===== config.mk =====
export PLATFORM = sky130hd
export DESIGN_NAME = spiflash_arb
export DESIGN_NICKNAME = d
export VERILOG_FILES = /design/src/rtl/spiflash_arb.sv
export SDC_FILE = /design/constraint.sdc
export NUM_CORES = 1
export LEC_CHECK = 0
export ABC_AREA = 1
export ABC_CLOCK_PERIOD_IN_PS = 2400
export CAP_MARGIN = 20
export CORE_MARGIN = 8
export CORE_UTILIZATION = 50
export DETAILED_ROUTE_END_ITERATION = 12
export PLACE_DENSITY = 0.8
export SETUP_SLACK_MARGIN = 0.3
export SYNTH_ARGS = -nofsm -noshare
export SYNTH_HDL_FRONTEND = slang
export SYNTH_SLANG_ARGS = --single-unit

===== constraint.sdc =====
create_clock -name i_clk -period 2.4 [get_ports i_clk]
set_clock_uncertainty 0.1 [all_clocks]
set_input_delay 0.72 -clock i_clk [delete_from_list [all_inputs] [get_ports i_clk]]
set_output_delay 0.72 -clock i_clk [all_outputs]
set_load 0.01 [all_outputs]

===== src/rtl/spiflash_arb.sv =====
// Two-requester read arbiter in front of a SPI flash reader, with an optional
// one-word last-read cache, a fetch timeout and a sticky timeout error flag.
module spiflash_arb #(
  parameter int unsigned TIMEOUT  = 4096,
  parameter int unsigned CACHE_EN = 1
) (
  input  logic        i_clk,
  input  logic        i_resetn,
  input  logic        i_m0_valid,
  input  logic [31:0] i_m0_addr,
  output logic [31:0] o_m0_rdata,
  output logic        o_m0_ready,
  input  logic        i_m1_valid,
  input  logic [31:0] i_m1_addr,
  output logic [31:0] o_m1_rdata,
  output logic        o_m1_ready,
  output logic        o_f_valid,
  output logic [31:0] o_f_addr,
  input  logic [31:0] i_f_rdata,
  input  logic        i_f_ready,
  input  logic        i_cache_inv,
  output logic        o_err
);

  localparam int unsigned CW = (TIMEOUT > 1) ? $clog2(TIMEOUT) : 1;

  localparam logic [2:0] S_IDLE    = 3'd0;
  localparam logic [2:0] S_HIT     = 3'd1;
  localparam logic [2:0] S_FETCH   = 3'd2;
  localparam logic [2:0] S_DONE    = 3'd3;
  localparam logic [2:0] S_RELEASE = 3'd4;

  logic [2:0]       r_state;
  logic             r_w;
  logic             r_last;
  logic             r_f_valid;
  logic [31:0]      r_f_addr;
  logic [1:0][31:0] r_rdata;
  logic [1:0]       r_ready;
  logic             r_err;
  logic             r_cache_vld;
  logic [21:0]      r_cache_tag;
  logic [31:0]      r_cache_data;
  logic [CW-1:0]    r_cnt;

  logic        w_any;
  logic        w_sel;
  logic [31:0] w_req_addr;
  logic        w_hit;
  logic        w_cur_valid;
  logic        w_timeout;
  logic        w_unused_addr;

  assign w_any      = i_m0_valid | i_m1_valid;
  // On a tie the requester not served last wins; otherwise whoever is asking.
  assign w_sel      = (i_m0_valid && i_m1_valid) ? ~r_last : i_m1_valid;
  assign w_req_addr = w_sel ? i_m1_addr : i_m0_addr;
  // A coincident invalidate forces a miss so the grant never sees a dying entry.
  assign w_hit      = (CACHE_EN != 0) && r_cache_vld && !i_cache_inv &&
                      (r_cache_tag == w_req_addr[23:2]);
  assign w_cur_valid = r_w ? i_m1_valid : i_m0_valid;
  assign w_timeout   = (r_cnt == CW'(TIMEOUT - 1));

  assign w_unused_addr = ^{i_m0_addr[31:24], i_m0_addr[1:0], i_m1_addr[31:24], i_m1_addr[1:0]};

  always_ff @(posedge i_clk or negedge i_resetn) begin
    if (!i_resetn) begin
      r_state      <= S_IDLE;
      r_w          <= 1'b0;
      r_last       <= 1'b1;
      r_f_valid    <= 1'b0;
      r_f_addr     <= '0;
      r_rdata      <= '0;
      r_ready      <= '0;
      r_err        <= 1'b0;
      r_cache_vld  <= 1'b0;
      r_cache_tag  <= '0;
      r_cache_data <= '0;
      r_cnt        <= '0;
    end else begin
      unique case (r_state)
        S_IDLE: begin
          if (w_any) begin
            r_w <= w_sel;
            if (w_hit) begin
              r_state <= S_HIT;
            end else begin
              r_f_valid <= 1'b1;
              r_f_addr  <= {8'h00, w_req_addr[23:2], 2'b00};
              r_cnt     <= '0;
              r_state   <= S_FETCH;
            end
          end
        end
        S_HIT: begin
          r_rdata[r_w] <= r_cache_data;
          r_ready[r_w] <= w_cur_valid;
          r_state      <= S_DONE;
        end
        S_FETCH: begin
          if (i_f_ready) begin
            r_rdata[r_w] <= i_f_rdata;
            r_cache_data <= i_f_rdata;
            r_cache_tag  <= r_f_addr[23:2];
            r_cache_vld  <= 1'b1;
            r_f_valid    <= 1'b0;
            // A requester that gave up still fills the cache but gets no ready.
            r_ready[r_w] <= w_cur_valid;
            r_state      <= S_DONE;
          end else if (w_timeout) begin
            r_rdata[r_w] <= 32'hFFFF_FFFF;
            r_ready[r_w] <= w_cur_valid;
            r_err        <= 1'b1;
            r_f_valid    <= 1'b0;
            r_state      <= S_DONE;
          end else begin
            r_cnt <= r_cnt + 1'b1;
          end
        end
        S_DONE: begin
          if (!w_cur_valid) begin
            r_ready[r_w] <= 1'b0;
            r_last       <= r_w;
            r_state      <= S_RELEASE;
          end
        end
        S_RELEASE: begin
          // Wait out a lingering f_ready so it cannot complete the next fetch.
          if (!i_f_ready) r_state <= S_IDLE;
        end
        default: r_state <= S_IDLE;
      endcase
      if (i_cache_inv) r_cache_vld <= 1'b0;
    end
  end

  assign o_m0_rdata = r_rdata[0];
  assign o_m1_rdata = r_rdata[1];
  assign o_m0_ready = r_ready[0];
  assign o_m1_ready = r_ready[1];
  assign o_f_valid  = r_f_valid;
  assign o_f_addr   = r_f_addr;
  assign o_err      = r_err;

endmodule


== Yosys cells after proc, flatten, opt, wreduce, memory -nomap -nowiden ==
Cells that the tools add are included.

* Logic and storage cells: 96
* Input bits: 102
* Flip-flop bits (word level): 162
* Output and inout bits: 100

* Add/subtract/negate cells: 1
* Order comparisons: 2
* Bitwise gates (word level): 8
* Muxes and demuxes: 37
* Reduce and logical (&&, ||, !) cells: 22
* Eq/ne operators: 13

{| class="wikitable"
|+ Operators with widths
! kind !! count
|-
| $bwmux W64 || 2
|-
| $mux W64 || 2
|-
| $pmux W64 S2 || 1
|-
| $or A64 B64 Y64 || 1
|-
| $mux W12 || 4
|-
| $demux W32 S1 || 1
|-
| $mux W32 || 1
|-
| $mux W24 || 1
|-
| $pmux W12 S2 || 1
|-
| $eq A22 B22 Y1 || 1
|-
| $mux W3 || 5
|-
| $pmux W3 S5 || 1
|-
| $add A12 B1 Y12 const B || 1
|-
| $eq A12 B12 Y1 const B || 1
|-
| $ne A2 B2 Y1 const B || 6
|-
| $mux W1 || 10
|-
| $reduce_and A2 Y1 || 5
|-
| $reduce_and A3 Y1 || 3
|-
| $mux W2 || 4
|-
| $reduce_and A4 Y1 || 2
|-
| $reduce_bool A2 Y1 || 4
|-
| $eq A3 B2 Y1 const B || 2
|-
| $pmux W2 S3 || 1
|-
| $reduce_and A5 Y1 || 1
|-
| 16 further kinds || 22
|}

== Depth between registers and ports, before layout ==
* Depth in word-level cells: 8
* Mapped depth: 15
* Depth with buffers taken out: 14

== Worst setup path after synthesis ==
OpenSTA, ideal clock, no wires.

* Path type: input to register
* Start point: in i_m1_valid
* End point: reg r_f_valid, in the netlist o_f_valid
* Data required time: 2.177 ns
* Arrival: 2.076 ns
* Buffers on the path: 3
* Path slack: 0.101 ns
* Library setup time: 0.123 ns
* Stages: 14
* Cells stage by stage: buf_2 > nand2_2 > buf_6 > nand2_1 > nand2_1 > nand2_1 > nand2_1 > nor2_1 > nand2_1 > nor2_2 > nand3_2 > nand3_2 > buf_4 > a21oi_1

* Cells in the longest elaborated chain, start to end: 7
* Elaborated cells on any way between the ends: 9
* Classes of those cells: 3 x eq/ne; 2 x mux; 1 x bitwise; 3 x reduce/logical

{| class="wikitable"
|+ RTL lines
! item !! RTL line !! text
|-
| start, declared || 13 || <nowiki>input logic i_m1_valid,</nowiki>
|-
| $logic_and A1 B1 Y1 || 56 || <nowiki>assign w_sel = (i_m0_valid && i_m1_valid) ? ~r_last : i_m1_valid;</nowiki>
|-
| $mux W1 || 56 ||
|-
| $mux W24 || 57 || <nowiki>assign w_req_addr = w_sel ? i_m1_addr : i_m0_addr;</nowiki>
|-
| $eq A22 B22 Y1 || 60 || <nowiki>(r_cache_tag == w_req_addr[23:2]);</nowiki>
|-
| $logic_and A1 B1 Y1 || 59 || <nowiki>assign w_hit = (CACHE_EN != 0) && r_cache_vld && !i_cache_inv &&</nowiki>
|-
| $ne A2 B2 Y1 (no source line) || n/a ||
|-
| $reduce_and A4 Y1 (no source line) * || n/a ||
|-
| end signal, assigned || 71 || <nowiki>r_f_valid <= 1'b0;</nowiki>
|-
| end signal, assigned || 88 || <nowiki>r_f_valid <= 1'b1;</nowiki>
|-
| end signal, assigned || 106 || <nowiki>r_f_valid <= 1'b0;</nowiki>
|-
| end, declared || 36 || <nowiki>logic r_f_valid;</nowiki>
|}

Mark *: on every way between the ends. The rest lies on a longest branch, timed or not.
A chain may end at the register's enable or synchronous reset.

== Final worst setup path ==
* Start point: reg r_last
* End point: reg r_f_addr[3], in the netlist o_f_addr[3]

* Cells in the longest elaborated chain, start to end: 7

{| class="wikitable"
|+ RTL lines
! item !! RTL line !! text
|-
| start, declared || 35 || <nowiki>logic r_last;</nowiki>
|-
| start signal, assigned || 123 || <nowiki>r_last <= r_w;</nowiki>
|-
| $not A1 Y1 * || 56 ||
|-
| $mux W1 * || 56 ||
|-
| $mux W24 * || 57 ||
|-
| $eq A22 B22 Y1 || 60 ||
|-
| $logic_and A1 B1 Y1 || 59 ||
|-
| $not A1 Y1 (no source line) || n/a ||
|-
| $reduce_and A3 Y1 (no source line) || n/a ||
|-
| end signal, assigned || 89 || <nowiki>r_f_addr <= {8'h00, w_req_addr[23:2], 2'b00};</nowiki>
|-
| end, declared || 37 || <nowiki>logic [31:0] r_f_addr;</nowiki>
|}

Marked as above.

==> qor.csv <==
stage,metric,value,unit
drt,drc_errors,0,
clock_network,insertion_delay,0.44,ns
timing,tightestPinTransition,0.520,ns
final_layout,layout.cells.non_filler,1542,
timing,rsz0062_at_grt,yes,
drt,drt_iter0_markers,818,
setup_path,arrival,2.65,ns
pwr,max-vdd-ir-drop,0.812,mV
setup_path,worstSetupPathType,flop to flop,
yosys,yosysMostFrequentCell,nand2_1,
yosys,synth_xor_area_share,0.209,%
timing,slew_headroom,65.3,%
grt,track_usage,23.1,%
yosys,ys_types,35,
yosys,avgSynthCellArea,7.68,um^2
placement,gp_congestion,0.825,
yosys,synth_seq_cells,162,
drt,antenna_left,0,
timing,slew_violations,0,
setup_path,rrSetupSlack,0.01,ns
final_layout,fillers,1083,
placement,placed_area,0.0107,mm^2
timing,timing.hold.ws,0.0657,ns
status,status,completed,
clock_network,hold_buffers,0,
die,die_y,145,um
setup_path,cp_num_buf_inv,3,
placement,detailedPlace.worstSlack,-0.584,ns
setup_path,cp_common_cell,nand2_1,
setup_path,path_max_fanout,11,
yosys,yosysTopAreaCellShare,48.1,%
clock_network,cts_tree,done,
setup_path,cpPeakStageDelay,0.58,ns
final_layout,syn2layout_area_growth,45.9,%
final_layout,fin_area,0.0122,mm^2
clock_network,cts.path.max_buffers,2,
timing,fmax,419,MHz
yosys,synth_top_family_by_area,simple AND/OR/NAND/NOR gates,
pwr,p_int,0.00935,W
yosys,synth_compound_area_share,14.9,%
clock_network,cts_htree_levels,4,
drt,first_pass_iters,6,
clock_network,clockRootBuffer,clkbuf_16,
setup_path,path_cells,"nand2_4, buf_12, nand3_1, nand2_1, nand2_1, o21ai_1, nor2_1, nand2_2, nor2_4, nand3_4, nand3_4, buf_12, clkbuf_16, nand2_1, o21ai_1",
yosys,synth_edf_count,0,
yosys,synth_ff_type,dfrtp_1,
yosys,synthTopCellsByArea,"dfrtp_1 48%, nand2_1 14%, inv_1 5.7%, a21oi_1 4.7%, o21ai_0 4.6%",
timing,post-route-period-util,99.4,%
setup_path,path_depth,15,
grt,grt_pass1_wl,40.6,mm
yosys,synthCells,1091,
timing,finalSetupViolations,0,
grt,grt_max_degree,54,
setup_path,crit_family,simple AND/OR/NAND/NOR gates,
drt,vias,8575,
grt,first_global_vias,8156,
die,core_region_area,0.0165,mm^2
pwr,p_comb_share,52.6,%
setup_path,crit_slowest_cell,dfstp_2,
die,pin_count,202,
setup_path,endpoint_kind,flop,
die,initial_utilization,50.9,%
clock_network,cts_sinks,162,
pwr,switching_share,42.2,%
yosys,ys_seq_area_share,48.4,%
yosys,synthSimpleGateAreaFrac,25.1,%
pwr,p_leak,6.98,nW
pwr,power.net_switching,0.00683,W
final_layout,antenna_cells,0,
setup_path,start_kind,flop,
drt,wl_per_cell,17.7,um
timing,finalCriticalPeriod,2.39,ns
pwr,power.density,1320,mW/mm^2
drt,viasPerCell,5.56,
setup_path,reg2reg_depth,15,
yosys,synthAdderAreaFrac,0.149,%
timing,final-hold-violation-count,0,
timing,layout_setup_ws,0.0141,ns
grt,antenna_found_initial,0,
final_layout,multiInputGateArea,0.00379,mm^2
yosys,netlist_top_cells_count,"308 x nand2_1, 161 x dfrtp_1, 127 x inv_1",
placement,hpwl,17.0,mm
placement,io_buffers,171,
final_layout,area.sequential,0.00406,mm^2
grt,grt-ovfl-total,0,
pwr,p_clk_share,17.6,%
yosys,synthMuxAreaShare,1.08,%
die,row_count,47,
placement,dp_cells,1488,
clock_network,numCtsBuffers,17,
worst_hold_path,hold_path.class,input pin to async pin,
final_layout,drive_gt1_share,15.2,%
yosys,async_flop_share,100,%
yosys,synth_area,0.00838,mm^2
clock_network,clk_pin_slew,0.07,ns
yosys,ys_warn_count,0,
drt,totalWireLength,27.3,mm
die,die_area,0.0212,mm^2
job,drv_cap,0,
setup_path,worstPathRequired,2.66,ns
final_layout,utilization,74.2,%
yosys,yosysTopAreaCell,dfrtp_1,
final_layout,final_net_count,1412,
pwr,seqPwrFrac,29.8,%
die,die_w,145,um
[final timing paths]
check                                  endpoint          start
worst max-delay path                o_f_addr[3]         r_last
worst min-delay path            r_cache_tag[17]       i_resetn
worst max register to register      o_f_addr[3]         r_last
worst min register to register    o_m0_rdata[8]  o_m0_rdata[8]
max in group asynchronous                r_last       i_resetn
min in group i_clk                o_m0_rdata[8]  o_m0_rdata[8]
[routing by layer]
layer	GRT usage (%)	vias up	routed length (um)
li1	-	3963	-
met1	28.2	4101	10600
met2	39.3	436	13900
met3	4.82	75	1940
met4	9.58	0	841
met5	0	-	0
[cell usage in the layout, fill, tap and decap left out, types with 2 or more instances in the layout]
master and n:
or2_2 2, nand3_4 3, nand4_1 9, nor3b_1 2, o22ai_1 2, nand2_8 2, nand2_2 26, buf_6 12
inv_1 127, conb_1 10, clkinv_4 2, dlymetal6s2s_1 91, inv_6 3, a21oi_1 69, a22oi_1 14, o21ai_2 2
nand2_4 5, buf_4 52, nor2_2 2, clkdlybuf4s50_1 77, nor2_1 55, o211ai_1 24, nand3b_1 20, a31o_2 2
mux2_2 8, clkbuf_16 25, o21ai_1 30, nand2_1 279, nor3_1 5, bufinv_16 3, clkinvlp_4 7, nand3_1 66
a21oi_2 9, nor2_4 6, buf_12 16, nand3_2 7, o21ai_0 74, dfrtp_1 161, xnor2_1 2
[cells by family (layout without fill, tap and decap cells)]
logic type / count (synthesis) / in the layout
muxes: 8 / 8
xor gates and xnor gates: 2 / 2
adders and majority gates: 1 / 1
AOI/OAI and AO/OA: 228 / 228
other: 1 / 10
DFF: 162 / 162
and+or+nand+nor: 490 / 490
buffers and inverters: 199 / 421
[power by group through the flow]
| stage | registers, W | logic [W] | clock network [W] |
|---|---|---|---|
| after floorplan | 0.00497 | 0.00412 | 0 |
| after global placement | 0.00477 | 0.00734 | 0 |
| after detailed placement | 0.00482 | 0.00756 | 0 |
| after CTS | 0.00480 | 0.00783 | 0.00285 |
| after global routing | 0.00494 | 0.00929 | 0.00297 |
| final | 0.00482 | 0.00851 | 0.00285 |
[flip-flops by register name, indices dropped and copies added (netlist names)]
name / cells
o_err: 1
r_state: 3
r_cnt: 12
o_f_valid: 1
r_cache_data: 32
o_m0_rdata: 32
r_cache_vld: 1
r_cache_tag: 22
r_ready: 2
r_last: 1
o_f_addr: 22
o_m1_rdata: 32
r_w: 1
[through the flow]
stage	total power, W	TNS [ns]
after floorplan	0.00908	0
after global placement	0.0121	-20.77
after detailed placement	0.0124	-22.69
after CTS	0.0155	0
after global routing	0.0172	-1.10
final	0.0162	0
[layout make-up]
class                   instances  share of cell area [%]
repair buffers                259                    24.5
well taps                     220                    2.25
inverters                     130                    4.02
multi-input cells             739                    31.0
flip-flops and latches        162                    33.2
clock inverters                14                    1.46
clock buffers                  18                    3.59
[repair_timing]
action / 4_1_cts / 5_1_grt
setup buffers: 6 / 7
pin swaps: 4 / 23
gates resized for setup: 16 / 160
setup endpoints to repair: 194 / 195
gates cloned: 1 / 8
No activity file was read; power rests on OpenSTA's default activity.
